## src/rtl/lsu_mem_port.sv

```systemverilog
// Multicycle load/store unit between the control FSM and a ready-handshaked data memory.
// Optional access timeout is enabled by defining LSU_TIMEOUT_EN.
module lsu_mem_port #(
  parameter int unsigned DATA_W  = 16,
  parameter int unsigned ADDR_W  = 16,
  parameter int unsigned TIMEOUT = 16
) (
  input  logic                clock,
  input  logic                rst,
  input  logic                req,
  input  logic                we,
  input  logic                size,
  input  logic                sext,
  input  logic [ADDR_W-1:0]   addr,
  input  logic [DATA_W-1:0]   wdata,
  output logic                busy,
  output logic                done,
  output logic                err,
  output logic [DATA_W-1:0]   rdata,
  output logic                mem_req,
  output logic                mem_we,
  output logic [ADDR_W-1:0]   mem_addr,
  output logic [DATA_W/8-1:0] mem_be,
  output logic [DATA_W-1:0]   mem_wdata,
  input  logic [DATA_W-1:0]   mem_rdata,
  input  logic                mem_ready
);

  localparam int unsigned NB = DATA_W / 8;
  localparam int unsigned LB = (DATA_W == 32) ? 2 : 1;

  if ((DATA_W != 16 && DATA_W != 32) || TIMEOUT == 0 || TIMEOUT > 255) begin : g_bad_cfg
    $error("lsu_mem_port: DATA_W must be 16 or 32 and TIMEOUT must be 1..255");
  end

  typedef enum logic [1:0] {
    IDLE   = 2'd0,
    ACCESS = 2'd1,
    DONE   = 2'd2
  } state_t;

  state_t          state;
  logic            lat_we;
  logic            lat_size;
  logic            lat_sext;
  logic [LB-1:0]   lat_lane;

  logic [LB-1:0]   lane_c;
  logic            misaligned_c;
  logic [7:0]      byte_c;
  logic [DATA_W-1:0] load_c;

`ifdef LSU_TIMEOUT_EN
  localparam logic [7:0] TO_LIM = 8'(TIMEOUT);
  logic [7:0] tcount;
`endif

  assign lane_c       = addr[LB-1:0];
  assign misaligned_c = size && (lane_c != '0);

  // Load result: full word, or the addressed lane extended to DATA_W.
  always_comb begin
    byte_c = '0;
    for (int i = 0; i < NB; i++) begin
      if (lat_lane == LB'(i)) byte_c = mem_rdata[8*i +: 8];
    end
    if (lat_size) load_c = mem_rdata;
    else          load_c = {{(DATA_W-8){lat_sext & byte_c[7]}}, byte_c};
  end

  always_ff @(posedge clock) begin
    if (rst) begin
      state     <= IDLE;
      busy      <= 1'b0;
      done      <= 1'b0;
      err       <= 1'b0;
      rdata     <= '0;
      mem_req   <= 1'b0;
      mem_we    <= 1'b0;
      mem_addr  <= '0;
      mem_be    <= '0;
      mem_wdata <= '0;
      lat_we    <= 1'b0;
      lat_size  <= 1'b0;
      lat_sext  <= 1'b0;
      lat_lane  <= '0;
`ifdef LSU_TIMEOUT_EN
      tcount    <= '0;
`endif
    end else begin
      done <= 1'b0;
      err  <= 1'b0;
      case (state)
        ACCESS: begin
          if (mem_ready) begin
            state   <= DONE;
            busy    <= 1'b0;
            done    <= 1'b1;
            mem_req <= 1'b0;
            mem_we  <= 1'b0;
            if (!lat_we) rdata <= load_c;
          end
`ifdef LSU_TIMEOUT_EN
          else if (tcount + 8'd1 == TO_LIM) begin
            state   <= DONE;
            busy    <= 1'b0;
            done    <= 1'b1;
            err     <= 1'b1;
            mem_req <= 1'b0;
            mem_we  <= 1'b0;
          end else begin
            tcount <= tcount + 8'd1;
          end
`endif
        end
        default: begin
          // IDLE and DONE both accept a new request, allowing back-to-back accesses.
          state <= IDLE;
          if (req) begin
            if (misaligned_c) begin
              state <= DONE;
              done  <= 1'b1;
              err   <= 1'b1;
            end else begin
              state     <= ACCESS;
              busy      <= 1'b1;
              mem_req   <= 1'b1;
              mem_we    <= we;
              mem_addr  <= addr >> LB;
              mem_be    <= size ? '1 : (NB'(1) << lane_c);
              mem_wdata <= size ? wdata : {NB{wdata[7:0]}};
              lat_we    <= we;
              lat_size  <= size;
              lat_sext  <= sext;
              lat_lane  <= lane_c;
`ifdef LSU_TIMEOUT_EN
              tcount    <= '0;
`endif
            end
          end
        end
      endcase
    end
  end

endmodule
```

## config.mk

```make
export PLATFORM = sky130hd
export DESIGN_NAME = lsu_mem_port
export DESIGN_NICKNAME = d
export VERILOG_FILES = /design/src/rtl/lsu_mem_port.sv
export SDC_FILE = /design/constraint.sdc
export NUM_CORES = 1
export LEC_CHECK = 0
export ABC_AREA = 1
export CELL_PAD_IN_SITES_DETAIL_PLACEMENT = 0
export CELL_PAD_IN_SITES_GLOBAL_PLACEMENT = 2
export CORE_MARGIN = 2
export CORE_UTILIZATION = 23
export DETAILED_ROUTE_END_ITERATION = 10
export PLACE_DENSITY_LB_ADDON = 0.1
export REMOVE_ABC_BUFFERS = 1
export SETUP_SLACK_MARGIN = 0.4
export SLEW_MARGIN = 10
export SYNTH_ARGS = -nofsm -noshare
export SYNTH_HDL_FRONTEND = slang
export SYNTH_SLANG_ARGS = --single-unit
```

## constraint.sdc

```tcl
create_clock -name clock -period 2.5 [get_ports clock]
set_clock_uncertainty 0.1 [all_clocks]
set_input_delay 0.5 -clock clock [delete_from_list [all_inputs] [get_ports clock]]
set_output_delay 0.5 -clock clock [all_outputs]
set_load 0.02 [all_outputs]
```

==> impl_metrics.csv, run 1 <==
group,metric,value,unit
power,p_total,2.295,mW
route,drt_wl_total,7415,um
power,irDropWorstVdd,202.7,uV
grt,grt_pass1_wl,11920,um
sta,max_freq,527.9,MHz
worst_setup_path,crit_buf_inv,1,
placement,place.gp.congestion,0.7151,
logic_synthesis,avgSynthCellArea,6.942,sq um
clocking,clock_latency,320,ps
clocking,h-tree-depth,3,
cells_and_area,final_common_cell,"clkdlybuf4s50_1",
power,p_per_area,595.8,nW/um^2
clocking,cts_tree,"built",
route,dr.pass1.iters,4,
die,die_area,11750,sq um
worst_setup_path,reg2reg_from,"lat_lane",
grt,antenna_found_initial,0,
min_path,hold_end,"mem_be[1]",
die,core-area,10750,sq um
clocking,cts_buffers,9,
sta,rsz0062_at_grt,"no",
sta,hold_viol,0,
cells_and_area,nFillCells,1218,
clocking,cts_hold_buf,0,
clocking,cts_resized,0,
sta,setup_viol,0,
power,p_sw,0.6479,mW
worst_setup_path,cpMaxStageDelayCell,"clkdlybuf4s50_1",
logic_synthesis,synthDistinctLibCells,23,
run,cap_violations,0,
worst_setup_path,reg2reg_to,"rdata[13]",
clocking,cts.sinks,59,
cells_and_area,num-nets-final,519,
placement,hpwl,5174,um
logic_synthesis,syn_area,2506,sq um
route,drt_first_iter_violations,46,
grt,grt_max_degree,34,
worst_setup_path,worst_path_largest_cell_delay,620,ps
min_path,hold_class,"reg2reg",
die,row_count,38,
power,p_leak,1.648,nW
power,combinationalPowerShare,0.216,
worst_setup_path,worst_ep_arrival_time,1290,ps
cells_and_area,seqCellArea,1181,sq um
min_path,hold_depth,2,
worst_setup_path,reg2reg_slack,1070,ps
power,power_frac_seq,0.455,
die,ios,110,
cells_and_area,antenna_cells,0,
route,via_per_inst,4.096,
worst_setup_path,crit_type,"reg2out",
clocking,postCtsSetupRepairBufs,0,
logic_synthesis,synth-seq-cells,59,
worst_setup_path,crit_path_max_fanout,3,
clocking,clockBufferDepth,2,
worst_setup_path,path_cells,"clkdlybuf4s50_1",
clocking,cts_root_buf,"clkbuf_8",
sta,period_share,0.7578,
power,internal-power,1.647,mW
worst_setup_path,rr_worst_depth,4,
die,chipWidth,108.4,um
route,drtAntennaViolNets,0,
route,routedWlPerCell,12.22,um
placement,port_buffers,108,
sta,whs,364.5,ps
logic_synthesis,synthCells,361,
route,vias,2486,
die,initial_utilization,0.2332,
logic_synthesis,ys_seq_area_frac,0.4713,
grt,grt_pass1_vias,2488,
grt,grt_overflow,0,
cells_and_area,multiInputGateArea,1047,sq um
min_path,hold_start,"mem_be[1]",
power,pwr-share-clk,0.329,
cells_and_area,final_cell_mix,"clkdlybuf4s50_1 (108), nand2_1 (98), nor2_1 (66)",
worst_setup_path,critPathRequiredTime,1900,ps
power,sw_frac_of_total,0.2823,
worst_setup_path,cp-start-kind,"flop",
grt,grt.total_usage,0.1325,
worst_setup_path,crit_path_end_kind,"output port",
route,drc_errors,0,
clocking,clkTransAtPathRegs,70,ps
logic_synthesis,yosys_warnings,0,
die,die_y,108.4,um
worst_setup_path,cp_top_family,"buffers and inverters",
sta,final.min_clock_period,1894,ps
cells_and_area,layout-drive-gt1-share,0.05996,
run_status,outcome,"finished clean",
sta,slew_violations,0,
cells_and_area,syn_to_final_growth,53.72,%
sta,fin_tns_setup,0,ps
[flip-flops by register name, summed over array words and instances (netlist names)]
name and flops:
mem_wdata 16, rdata 16, mem_addr 15, mem_be 2
state 2, done 1, err 1, lat_lane 1
lat_sext 1, lat_size 1, lat_we 1, mem_req 1
mem_we 1
[per-stage QoR]
step | worst slack, ps | utilization | cells | instance area, sq um
floorplan | 616.8 | - | 339 | 2355
CTS | 578.2 | 0.3585 | 607 | 3852
global placement | 434.8 | 0.3430 | 593 | 3686
finish | 605.5 | 0.3585 | 607 | 3852
global route | 533.2 | 0.3585 | 607 | 3852
detailed placement | 386.2 | 0.3430 | 593 | 3686
[layer usage]
layer  wire, um  GRT usage  part of all wire  up-vias
met5          0          0                 0        -
met4         99    0.05495             0.013        0
met3        664    0.05124             0.090        8
met2       3341     0.2156              0.45       75
met1       3309     0.1559              0.45     1087
li1           -          -                 -     1316
[worst max-delay path by stage]
stage	from	to	slack, ps	depth (start not counted)
global route	mem_req	busy	530	1
CTS	mem_req	busy	580	1
finish	mem_req	busy	610	1
detailed placement	addr[0]	mem_wdata[10]	390	7
global placement	addr[0]	mem_wdata[10]	430	7
floorplan	size	mem_be[0]	620	6
[synth_stat cells (all sizes together)]
cell | number | area share
nand3 | 11 | 0.024
nor3 | 1 | 0.0020
a21oi | 29 | 0.058
clkbuf | 5 | 0.0075
nor2 | 68 | 0.11
dfxtp | 59 | 0.47
a211oi | 2 | 0.0060
or2 | 1 | 0.0025
buf | 17 | 0.053
o21ai | 31 | 0.062
conb | 1 | 0.0015
nand2 | 100 | 0.15
nand4 | 1 | 0.0025
inv | 35 | 0.052
[layout make-up]
class,count,area share
clock buffer,11,0.03930
clock inverter,3,0.003897
inverter,35,0.03410
multi-input combinational,245,0.2718
sequential,59,0.3066
tap,140,0.04547
timing repair buffer,114,0.2988
[power groups by stage]
stage	registers, mW	clock network (mW)	logic (mW)
2_1_floorplan	1.13	0	0.152
3_3_place_gp	1.06	0	0.507
3_5_place_dp	1.07	0	0.506
4_1_cts	1.04	0.795	0.508
5_1_grt	1.05	0.840	0.550
6_report	1.04	0.755	0.496
[logic make-up after synthesis]
kind of cell           Yosys count  synth area share
DFF                             59            0.4713
AOI/OAI and AO/OA               62            0.1258
other                            1          0.001496
and+or+nand+nor                182            0.2886
buffers and inverters           57            0.1128
No activity file was read; power rests on OpenSTA's default activity.
==> inputs of run 2 (changes only) <==
CORE_UTILIZATION = 19   (was 23)
clock period = 1.6 ns   (was 2.5 ns; I/O delays follow)
==> impl_metrics.csv, run 2 (synthesized netlist as in run 1, its figures left out) <==
group,metric,value,unit
run_status,outcome,"finished clean",
cells_and_area,layout-drive-gt1-share,0.4667,
power,irDropWorstVdd,455.5,uV
clocking,cts_root_buf,"clkbuf_16",
die,die_y,118.9,um
route,via_per_inst,4.053,
die,chipWidth,118.9,um
clocking,cts.sinks,59,
route,drtAntennaViolNets,0,
clocking,cts_tree,"built",
sta,period_share,0.8016,
die,row_count,41,
cells_and_area,syn_to_final_growth,97.20,%
worst_setup_path,crit_type,"reg2reg",
die,initial_utilization,0.1962,
clocking,clockBufferDepth,2,
run,cap_violations,0,
placement,dp_cells,636,
min_path,hold_class,"reg2reg",
placement,port_buffers,108,
sta,slew_violations,0,
clocking,clock_latency,330,ps
power,p_total,4.886,mW
cells_and_area,finish.utilization,0.3869,
clocking,clkTransAtPathRegs,50,ps
grt,grt_overflow,0,
grt,grt_pass1_vias,2769,
cells_and_area,seqCellArea,1255,sq um
route,dr.pass1.iters,3,
cells_and_area,num-nets-final,560,
grt,grt_pass1_wl,14010,um
cells_and_area,multiInputGateArea,1304,sq um
grt,grt.total_usage,0.1293,
worst_setup_path,reg2reg_slack,320,ps
worst_setup_path,worst_ep_arrival_time,1400,ps
power,p_leak,2.220,nW
placement,place.gp.congestion,0.7128,
grt,antenna_found_initial,0,
die,ios,110,
sta,final.min_clock_period,1282,ps
placement,hpwl,5725,um
worst_setup_path,critPathRequiredTime,1720,ps
clocking,cts_hold_buf,0,
clocking,cts_buffers,9,
power,p_per_area,988.7,nW/um^2
cells_and_area,nFillCells,1361,
route,vias,2764,
route,routedWlPerCell,13.62,um
cells_and_area,antenna_cells,0,
cells_and_area,reg.largest.list,"mem_wdata (16), rdata (16), mem_addr (15)",
worst_setup_path,cp-start-kind,"flop",
cells_and_area,final_cells,682,
route,drc_errors,0,
cells_and_area,final_common_cell,"nand2_1",
clocking,h-tree-depth,3,
sta,max_freq,779.7,MHz
die,die_area,14130,sq um
sta,rsz0062_at_grt,"yes",
route,drt_wl_total,9288,um
cells_and_area,final_cell_mix,"nand2_1 (74), buf_6 (59), dfxtp_2 (53)",
sta,setup_viol,0,
route,drt_first_iter_violations,80,
grt,grt_max_degree,35,
sta,hold_viol,0,
die,core-area,12770,sq um
worst_setup_path,crit_path_max_fanout,8,
worst_setup_path,crit_path_end_kind,"flop",
-- run 2: changes by cell type in the layout (fill, tap and decap cells not counted), moves of 11 or more --
cell             previous run  this run
dfxtp_2                     0        53
o21ai_0                    27        13
buf_4                       4        29
clkbuf_16                   0        12
nor2_1                     66        51
nand2_2                     2        14
buf_6                       0        59
clkdlybuf4s50_1           108        50
dfxtp_1                    59         4
nand2_1                    98        74
nor2_2                      0        11
nand2_4                     0        12
-- run 2: timing repair --
action	in CTS	in global routing
cloned	3	4
gates resized for setup	397	93
setup endpoints to repair	112	111
pin swaps	4	11
setup buffers	13	10
-- run 2: where the power goes --
part / switching, mW / internal, mW
sequential: 0.0755 / 1.59
combinational: 0.511 / 0.569
clock: 0.695 / 1.45
-- run 2: worst paths after layout --
kind            start           to  depth (start not counted)
max          state[0]  mem_addr[4]                          6
max reg2reg  state[0]  mem_addr[4]                          6
min reg2reg  rdata[6]     rdata[6]                          2
min          rdata[6]     rdata[6]                          2
-- run 2: cell type report --
cell class / instances / area share
Clock buffer: 12 / 0.05190
Clock inverter: 4 / 0.01468
Inverter: 35 / 0.02658
Multi-Input combinational cell: 245 / 0.2638
Sequential cell: 59 / 0.2539
Tap cell: 172 / 0.04354
Timing Repair Buffer: 155 / 0.3456
-- run 2: layer usage --
layer | routed length [um] | track usage | up-vias
li1 | - | - | 1419
met2 | 4300 | 0.2069 | 76
met4 | 120 | 0.04911 | 0
met3 | 622 | 0.04933 | 9
met5 | 0 | 0 | -
met1 | 4244 | 0.1570 | 1260
-- run 2: worst max-delay path: stages, from the launching register on --
cell and delay [ps]:
dfxtp_2 320, buf_6 120, nand2_4 80, nand3_4 150
clkbuf_16 220, o21ai_2 130, nor2_1 50
-- run 2: stage by stage --
step	hold slack, ps	cell area [sq um]	setup TNS [ps]	worst slack [ps]
after detailed placement	356.6	3834	-5711	-218.6
after CTS	369.2	4517	0	314.5
after global placement	350.1	3834	-6082	-214.4
final	369.1	4942	0	317.5
after global routing	383.1	4942	0	261.4
after floorplan	289.1	2355	-424.7	-104.7
==> inputs of run 3 (changes only) <==
CORE_UTILIZATION = 21   (was 19)
clock period = 1.2 ns   (was 1.6 ns; I/O delays follow)
==> impl_metrics.csv, run 3 (synthesized netlist as in run 1, its figures left out) <==
group,metric,value,unit
route,drtAntennaViolNets,0,
grt,grt_pass1_vias,2877,
run,cap_violations,0,
cells_and_area,finish.utilization,0.4575,
cells_and_area,final_common_cell,"nand2_1",
sta,whs,190.8,ps
clocking,clockBufferDepth,2,
grt,antenna_found_initial,0,
worst_setup_path,critPathRequiredTime,1350,ps
worst_setup_path,reg2reg_from,"state[0]",
clocking,cts_tree,"built",
route,vias,2803,
die,initial_utilization,0.2176,
placement,port_buffers,108,
cells_and_area,num-nets-final,567,
sta,max_freq,781.3,MHz
die,row_count,39,
grt,grt_pass1_wl,14170,um
sta,fin_ws,-79.96,ps
clocking,clock_latency,330,ps
min_path,hold_end,"mem_wdata[7]",
worst_setup_path,rr_worst_depth,8,
power,irDropWorstVdd,605.8,uV
route,dr.pass1.iters,7,
power,p_per_area,1314,nW/um^2
worst_setup_path,cp-start-kind,"flop",
worst_setup_path,crit_type,"reg2reg",
min_path,hold_class,"in2reg",
worst_setup_path,reg2reg_to,"rdata[10]",
route,drc_errors,5,
worst_setup_path,crit_path_max_fanout,7,
run_status,violations,"DRC, setup timing",
cells_and_area,final_cell_mix,"nand2_1 (65), buf_6 (61), dfxtp_2 (50)",
sta,setup_viol,53,
clocking,cts_hold_buf,0,
die,die_y,113.2,um
cells_and_area,reg.largest.list,"mem_wdata (16), rdata (16), mem_addr (15)",
clocking,cts_root_buf,"clkbuf_16",
cells_and_area,layout-drive-gt1-share,0.5571,
cells_and_area,antenna_cells,0,
min_path,hold_start,"rst",
placement,place.gp.congestion,0.6969,
cells_and_area,syn_to_final_growth,110.2,%
run_status,outcome,"finished with violations",
worst_setup_path,crit_path_end_kind,"flop",
sta,period_share,1.067,
worst_setup_path,reg2reg_slack,-80,ps
route,drt_wl_total,9269,um
route,drt_first_iter_violations,74,
grt,grt_max_degree,34,
die,core-area,11520,sq um
route,routedWlPerCell,14.04,um
clocking,h-tree-depth,3,
power,p_leak,2.325,nW
die,ios,110,
clocking,cts.sinks,59,
grt,grt_overflow,0,
die,chipWidth,113.2,um
worst_setup_path,worst_ep_arrival_time,1430,ps
clocking,clkTransAtPathRegs,50,ps
sta,hold_viol,0,
min_path,hold_depth,2,
sta,slew_violations,0,
sta,rsz0062_at_grt,"yes",
clocking,cts_buffers,9,
die,die_area,12820,sq um
sta,final.min_clock_period,1280,ps
route,via_per_inst,4.247,
placement,hpwl,5560,um
grt,grt.total_usage,0.1419,
## run 3: layer usage
layer | up-vias | GRT usage | share of wire
met5 | - | 0 | 0
met2 | 81 | 0.2303 | 0.47
met1 | 1283 | 0.1736 | 0.44
li1 | 1424 | - | -
met3 | 15 | 0.04981 | 0.069
met4 | 0 | 0.05285 | 0.020
## run 3: metrics by stage
| step | TNS, ps | worst slack, ps | instance area (sq um) | power [mW] | cells |
|---|---|---|---|---|---|
| floorplan | -15560 | -504.7 | 2355 | 2.677 | 339 |
| global route | -5610 | -138.9 | 5269 | 7.256 | 660 |
| global placement | -27130 | -487.9 | 3872 | 3.355 | 612 |
| finish | -2443 | -79.96 | 5269 | 6.921 | 660 |
| detailed placement | -26400 | -501.9 | 3872 | 3.352 | 612 |
| CTS | -768.3 | -57.71 | 4846 | 6.846 | 648 |
## run 3: timing repair
| action | CTS | global route |
|---|---|---|
| cloned | 5 | 3 |
| gates resized for setup | 470 | 79 |
| endpoints found under the setup margin | 113 | 113 |
| setup buffers | 15 | 9 |
| pin swaps | 5 | 18 |
## run 3: area by class of cell
class / instances / area (sq um)
Fill cell: 1148 / 6247
Sequential cell: 59 / 1255
Clock buffer: 12 / 266.5
Tap cell: 143 / 178.9
Inverter: 35 / 133.9
Timing Repair Buffer: 162 / 1831
Multi-Input combinational cell: 245 / 1509
Clock inverter: 4 / 95.09
## run 3: worst max-delay path, cell delays in order (launching register included)
cell	delay (ps)
dfxtp_2	330
inv_2	40
nor2_4	120
buf_6	140
nand2_8	90
buf_12	160
nand2_2	50
nand2_1	40
a21oi_1	120
## run 3: worst max path at each step
stage	start	endpoint	slack, ps	depth (start not counted)
global placement	size	lat_size	-490	7
CTS	state[0]	mem_we	-60	9
floorplan	state[0]	mem_be[0]	-500	6
global route	state[0]	rdata[10]	-140	8
finish	state[0]	rdata[10]	-80	8
detailed placement	size	mem_wdata[9]	-500	7
## run 3: where the power goes
group	total [mW]	switching, mW	internal (mW)
clock network	3.10	0.910	2.19
logic	1.59	0.751	0.841
registers	2.23	0.106	2.12
total	6.92	1.77	5.15
